### config.mk
export PLATFORM = sky130hd
export DESIGN_NAME = module_key_capture
export DESIGN_NICKNAME = d
export VERILOG_FILES = /design/src/rtl/module_key_capture.sv
export SDC_FILE = /design/constraint.sdc
export NUM_CORES = 1
export LEC_CHECK = 0
export CORE_MARGIN = 4
export CORE_UTILIZATION = 55
export DETAILED_ROUTE_END_ITERATION = 7
export PLACE_DENSITY = 0.92
export SYNTH_ARGS = -nofsm -noshare
export SYNTH_HDL_FRONTEND = slang
export SYNTH_SLANG_ARGS = --single-unit
### constraint.sdc
create_clock -name clk -period 3.6 [get_ports clk]
set_clock_uncertainty 0.15 [all_clocks]
set_input_delay 0.9 -clock clk [delete_from_list [all_inputs] [get_ports clk]]
set_output_delay 0.9 -clock clk [all_outputs]
set_load 0.05 [all_outputs]
### src/rtl/module_key_capture.sv
// Keypad operand capture: turns debounced key presses into two decimal operands
// and requests one multiplication once both have been entered.
module module_key_capture #(
    parameter int         NDIGITS   = 2,
    parameter int         WIDTH     = 8,
    parameter logic [3:0] KEY_ENTER = 4'hA,
    parameter logic [3:0] KEY_CLEAR = 4'hB
) (
    input  logic             clk,
    input  logic             rst,
    input  logic             data_available_i,
    input  logic [3:0]       dato_i,
    output logic [WIDTH-1:0] op_a_o,
    output logic [WIDTH-1:0] op_b_o,
    output logic [1:0]       state_o,
    output logic             key_ack_o,
    output logic             start_o
);

    // Handshake: data_available_i is a level held for the whole key press and
    // dato_i is stable while it is high; only its rising edge is a key event.
    // key_ack_o pulses once for each event that was acted on; start_o pulses
    // once when operand B is closed. There is no back-pressure.

    localparam int              CW    = $clog2(NDIGITS + 1);
    localparam logic [CW-1:0]   N_MAX = CW'(NDIGITS);
    localparam logic [WIDTH+3:0] TEN  = (WIDTH + 4)'(10);

    typedef enum logic [1:0] {
        S_A    = 2'b00,
        S_B    = 2'b01,
        S_DONE = 2'b10,
        S_BAD  = 2'b11
    } state_t;

    state_t            state_q, state_d;
    logic [WIDTH-1:0]  op_a_q, op_a_d;
    logic [WIDTH-1:0]  op_b_q, op_b_d;
    logic [CW-1:0]     cnt_q, cnt_d;
    logic              ack_q, ack_d;
    logic              start_q, start_d;
    logic              dav_q;

    logic key_event;
    logic is_enter;
    logic is_clear;
    logic is_digit;
    logic has_room;

    function automatic logic [WIDTH-1:0] accumulate(input logic [WIDTH-1:0] op,
                                                    input logic [3:0]       digit);
        logic [WIDTH+3:0] wide;
        wide = {4'b0000, op} * TEN + {{WIDTH{1'b0}}, digit};
        return wide[WIDTH-1:0];
    endfunction

    assign key_event = data_available_i & ~dav_q;
    assign is_enter  = (dato_i == KEY_ENTER);
    assign is_clear  = (dato_i == KEY_CLEAR);
    assign is_digit  = (dato_i <= 4'd9) & ~is_enter & ~is_clear;
    assign has_room  = (cnt_q < N_MAX);

    always_ff @(posedge clk or negedge rst) begin
        if (!rst) begin
            state_q <= S_A;
            op_a_q  <= '0;
            op_b_q  <= '0;
            cnt_q   <= '0;
            ack_q   <= 1'b0;
            start_q <= 1'b0;
            dav_q   <= 1'b0;
        end else begin
            state_q <= state_d;
            op_a_q  <= op_a_d;
            op_b_q  <= op_b_d;
            cnt_q   <= cnt_d;
            ack_q   <= ack_d;
            start_q <= start_d;
            dav_q   <= data_available_i;
        end
    end

    always_comb begin
        state_d = state_q;
        op_a_d  = op_a_q;
        op_b_d  = op_b_q;
        cnt_d   = cnt_q;
        ack_d   = 1'b0;
        start_d = 1'b0;

        if (key_event && is_clear) begin
            state_d = S_A;
            op_a_d  = '0;
            op_b_d  = '0;
            cnt_d   = '0;
            ack_d   = 1'b1;
        end else begin
            case (state_q)
                S_A: begin
                    if (key_event && is_enter) begin
                        state_d = S_B;
                        cnt_d   = '0;
                        ack_d   = 1'b1;
                    end else if (key_event && is_digit && has_room) begin
                        op_a_d = accumulate(op_a_q, dato_i);
                        cnt_d  = cnt_q + CW'(1);
                        ack_d  = 1'b1;
                    end
                end
                S_B: begin
                    if (key_event && is_enter) begin
                        state_d = S_DONE;
                        start_d = 1'b1;
                        ack_d   = 1'b1;
                    end else if (key_event && is_digit && has_room) begin
                        op_b_d = accumulate(op_b_q, dato_i);
                        cnt_d  = cnt_q + CW'(1);
                        ack_d  = 1'b1;
                    end
                end
                S_DONE: begin
                    // A new digit starts a fresh calculation; ENTER is ignored here.
                    if (key_event && is_digit) begin
                        state_d = S_A;
                        op_a_d  = {{(WIDTH-4){1'b0}}, dato_i};
                        op_b_d  = '0;
                        cnt_d   = CW'(1);
                        ack_d   = 1'b1;
                    end
                end
                default: begin
                    state_d = S_A;
                    op_a_d  = '0;
                    op_b_d  = '0;
                    cnt_d   = '0;
                end
            endcase
        end
    end

    assign op_a_o    = op_a_q;
    assign op_b_o    = op_b_q;
    assign state_o   = state_q;
    assign key_ack_o = ack_q;
    assign start_o   = start_q;

endmodule
# --- Word-level counts from Yosys, hierarchy flattened ---
# Cells that the tools add are included.
# W data, S select, Z words.
totals:
  reg_bits: 23
  out_inout_bits: 20
  elab_cells: 72
op_classes:
  addsub: 3
  multipliers: 2
  order_cmp: 2
  n_eq_ne: 13
  muxes: 29
  bitwise: 6
  n_reduce_logical: 10
ops:
  columns: ["op", "n"]
  rows:
  - ["$mux W8", 8]
  - ["$pmux W8 S3", 2]
  - ["$ne A3 B3 Y1 const B", 7]
  - ["$mux W2", 9]
  - ["$add A8 B4 Y8", 2]
  - ["$mul A8 B3 Y7 const B", 2]
  - ["$pmux W2 S3", 2]
  - ["$eq A4 B4 Y1 const B", 2]
  - ["$reduce_and A4 Y1", 2]
  - ["$mux W1", 7]
  - ["$le A4 B4 Y1 const B", 1]
  - ["$logic_and A1 B1 Y1", 4]
  - ["$ne A2 B2 Y1 const B", 2]
  - ["$and A1 B1 Y1", 3]
  - ["$not A1 Y1", 3]
  - ["$reduce_and A3 Y1", 1]
  - ["$add A2 B1 Y2 const B", 1]
  - ["$eq A2 B1 Y1 const B", 1]
  - ["$eq A2 B2 Y1 const B", 1]
  - ["$logic_not A2 Y1", 1]
  - ["$lt A2 B2 Y1 const B", 1]
  - ["$pmux W1 S2", 1]
  - ["$reduce_and A2 Y1", 1]
  - ["$reduce_or A2 Y1", 1]

# --- Logic depth before layout (Yosys ltp) ---
depth:
  word_depth: 10
  depth_mapped: 9
  mapped_depth_nobuf: 9

# --- Worst setup path before layout ---
# OpenSTA, ideal clock, no wires.
synth_timing:
  path_type: "reg2reg"
  startpoint: "reg op_b_q[1] (netlist: op_b_o[1])"
  endpoint: "reg op_b_q[7] (netlist: op_b_o[7])"
  setup_time_ps: 96
  arrival_time_ps: 2478
  path_slack_ps: 876
  stages_incl_launch_ff: 10
  synth_period_minus_slack_ps: 2724
  cell_sequence: "dfrtp_1 > ha_1 > ha_1 > inv_1 > fa_1 > nand2b_1 > nor3b_1 > xnor2_1 > xnor2_1 > o31ai_1"
synth_via:
  elab_chain_cells: 6
synth_lines:
  columns: ["element", "line_no", "text"]
  rows:
  - ["start, declared", "38", "logic [WIDTH-1:0] op_b_q, op_b_d;"]
  - ["start signal, assigned", "75", "op_b_q <= op_b_d;"]
  - ["$mul A8 B3 Y7", "53", "wide = {4'b0000, op} * TEN + {{WIDTH{1'b0}}, digit};"]
  - ["$add A8 B4 Y8", "53", null]
  - ["$mux W8", "115", "end else if (key_event && is_digit && has_room) begin"]
  - ["$mux W8", "111", "if (key_event && is_enter) begin"]
  - ["$pmux W8 S3", "98", "case (state_q)"]
  - ["$mux W8", "91", "if (key_event && is_clear) begin"]
# Every way passes these cells. The select of a mux whose other input is x is not followed.
# A chain may end at the register's enable or synchronous reset.

# --- Final worst setup path ---
layout_timing:
  startpoint: "reg state_q[1] (netlist: state_o[1])"
  endpoint: "out state_o[1]"
layout_lines:
  columns: ["element", "line_no", "text"]
  rows:
  - ["start, declared", "36", "state_t state_q, state_d;"]
  - ["start signal, assigned", "73", "state_q <= state_d;"]
  - ["end, declared", "15", "output logic [1:0] state_o,"]
# No word-level cell between the ends.

==> flow_summary.toml <==
[yosys]
synth_area_leader_cell = "dfrtp_1"
synth_fa_ha_area_frac = 0.189
netlist_top_cells_area = "dfrtp_1 (33%), ha_1 (14%), xnor2_1 (7.5%), fa_1 (4.6%), nand2_1 (3.4%)"
synth_warnings = 0
avgSynthCellArea_um2 = 10.3
netlist_instances = 170
syn_nets = 201
synth_compound_area_frac = 0.168
synth_edf_count = 0
synth_simple_gate_area_share = 0.148
muxShareOfSynthArea = 0.0379
postSynth.asyncResetShare = 1.00
synth_seq_cells = 23
synth_ff_type = "dfrtp_1"
ys_seq_area_frac = 0.329
synth_top_family_by_area = "adder cells"
yosys.area_share.xor_xnor = 0.0902
synth_top_cell_area_share = 0.329
syn_area_um2 = 1750
synth_cell_types = 43

[pwr]
p_sw_w = 0.000805
p_leak_nw = 0.926
p_clk_frac = 0.075
seq_power_share = 0.255
power_density_nw_per_um2 = 810
p_int_w = 0.000868
vdd_drop_max_mv = 0.578
comb_power_share = 0.670
switching_share = 0.481

[floorplanning]
die_w_um = 64.4
rows = 20
io-pin-count = 27
coreArea_um2 = 3050
die_area_um2 = 4140
initial_core_util = 0.573
die_h_um = 64.4

[placement]
portBuffers = 26
routabilityCongestion = 0.842
dp_hpwl_um = 2940

[clock_network]
cts.sinks = 23
cts-resized-gates = 0
root_buffer = "clkbuf_4"
insertion_delay_ps = 320
cts_buffer_depth = 2
cts_tree = "built"
cts_hold_buf = 0
cts_made_buffers = 3
path_clk_slew_ps = 130
htree_levels = 1
post_cts_buffers = 0

[timing]
finalSetupTns_ps = 0
relSlewSlack = 0.540
worstMarginPinSlew_ps = 689
holdWs_ps = 357
drv_slew = 0
period_needed_ps = 3110
setup_violations = 0
finalCritPeriodShare = 0.865
hold_viol = 0
clock.fmax_ghz = 0.321
rsz0062_at_grt = "no"

[finish]
antenna_cells = 0
drive_above_1_share = 0.107
synthToLayoutAreaGrowth_pct = 18.2
nets = 228

[critical_path]
path_class = "reg -> out"
path_delay_family = "buffers and inverters"
worst_setup_path_start_kind = "flip-flop"
cp_max_fo = 20
endpoint_kind = "output pin"
slowest_delay_ps = 930
path_buf_inv = 1
crit_arrival_ps = 2060
worstPathRequired_ps = 2550
slowest_stage = "clkdlybuf4s50_1"
cp_cell_sequence = "clkdlybuf4s50_1"

[drt]
wl_um = 3760
vias_per_cell = 5.61
dr.pass1.iters = 4
drc_errors = 0
route.detailed.wl_per_inst_um = 15.7
drtIter0Drc = 67
ant_nets = 0
dr_total_vias = 1347

[global_route]
grt_usage = 0.204
grt_pass1_vias = 1458
gr-total-overflow = 0
grt_first_pass_wirelength_um = 6760
grt_max_degree = 24
grt_antenna_before_repair = 0

[flow_run]
max_cap_viol_count = 0

[worst_hold_path]
hp-class = "reg -> reg"

[run_status]
status = "finished clean"
cell usage after synthesis (2+ instances only):
cell / number
o21ai_0: 2
xor2_1: 3
a21oi_1: 8
o21a_1: 2
o21ai_2: 4
nor3_1: 5
xnor2_1: 15
a21o_1: 6
nor3b_1: 2
nand2_1: 16
a32o_1: 2
dfrtp_1: 23
o31ai_1: 3
nor2_1: 11
inv_1: 8
nand2b_1: 4
fa_1: 4
mux2_2: 5
buf_6: 2
ha_1: 20
a22o_1: 3
final timing paths:
path / from / end / slack [ps] / cells past startpoint
setup reg to reg: op_a_o[1] / op_a_o[7] / 940 / 9
min in group asynchronous: rst / op_b_o[7] / 780 / 2
hold / removal: op_b_o[7] / op_b_o[7] / 360 / 2
hold reg to reg: op_b_o[7] / op_b_o[7] / 360 / 2
max in group asynchronous: rst / op_a_o[5] / 2300 / 2
setup / recovery: state_o[1] / state_o[1] / 490 / 1
stage by stage:
step	worst slack, ps	cells	power, W	util	cell area, um2
finish	487	240	0.00167	0.677	2070
global placement	338	236	0.00149	0.667	2040
global route	434	240	0.00181	0.677	2070
CTS	516	240	0.00168	0.677	2070
detailed placement	255	236	0.00155	0.667	2040
floorplan	876	170	0.00126	-	1750
power groups by stage:
stage	sequential, W	combinational, W	clock [W]
3_5_place_dp	0.000431	0.00112	0
4_1_cts	0.000427	0.00113	0.000127
3_3_place_gp	0.000426	0.00106	0
5_1_grt	0.000442	0.00123	0.000139
6_report	0.000427	0.00112	0.000126
2_1_floorplan	0.000608	0.000651	0
kinds of logic after synthesis:
| logic type | Yosys count |
|---|---|
| simple gates | 49 |
| compound gates | 37 |
| fa+ha+maj | 24 |
| flops | 23 |
| xor+xnor | 18 |
| buf+inv | 13 |
| mux | 6 |
registers in the layout, summed over array words and instances, names as in the netlist:
name	cells
state_o	2
key_ack_o	1
cnt_q	2
start_o	1
op_a_o	8
op_b_o	8
dav_q	1
placed cells by master, fill, tap and decap left out, types with 2 or more instances in the layout:
master | synthesis | layout
o21a_1 | 2 | 2
clkbuf_4 | 0 | 3
ha_1 | 20 | 20
xnor2_1 | 15 | 15
fa_1 | 4 | 4
o21ai_0 | 2 | 2
nand2b_1 | 4 | 4
o31ai_1 | 3 | 3
a21oi_1 | 8 | 8
dfrtp_1 | 23 | 23
a22o_1 | 3 | 3
a32o_1 | 2 | 2
nor3_1 | 5 | 5
a21o_1 | 6 | 6
inv_1 | 8 | 8
nor3b_1 | 2 | 2
nor2_1 | 11 | 11
mux2_2 | 5 | 5
clkdlybuf4s50_1 | 0 | 26
o21ai_2 | 4 | 4
xor2_1 | 3 | 3
nand2_1 | 16 | 16
tightest hold or removal path, delay by kind of cell, from the launching register on:
family | cells | cell delay, ps
simple gates | 1 | 50
compound gates | 1 | 60
flops | 1 | 380
layer usage:
| layer | wire (um) | global-route usage | vias to the layer above |
|---|---|---|---|
| met5 | 0 | 0 | - |
| met3 | 155 | 0.0281 | 5 |
| met4 | 35 | 0.0554 | 0 |
| met1 | 1610 | 0.246 | 650 |
| met2 | 1960 | 0.375 | 37 |
| li1 | - | - | 655 |
cell type report:
class                      count  area (um2)
inverter                       8        30.0
clock inverter                 1        7.51
tap                           44        55.1
clock buffer                   3        22.5
sequential                    23         576
multi-input combinational    134        1110
fill                         252         987
timing repair buffer          27         268
No activity file was read; power rests on OpenSTA's default activity.
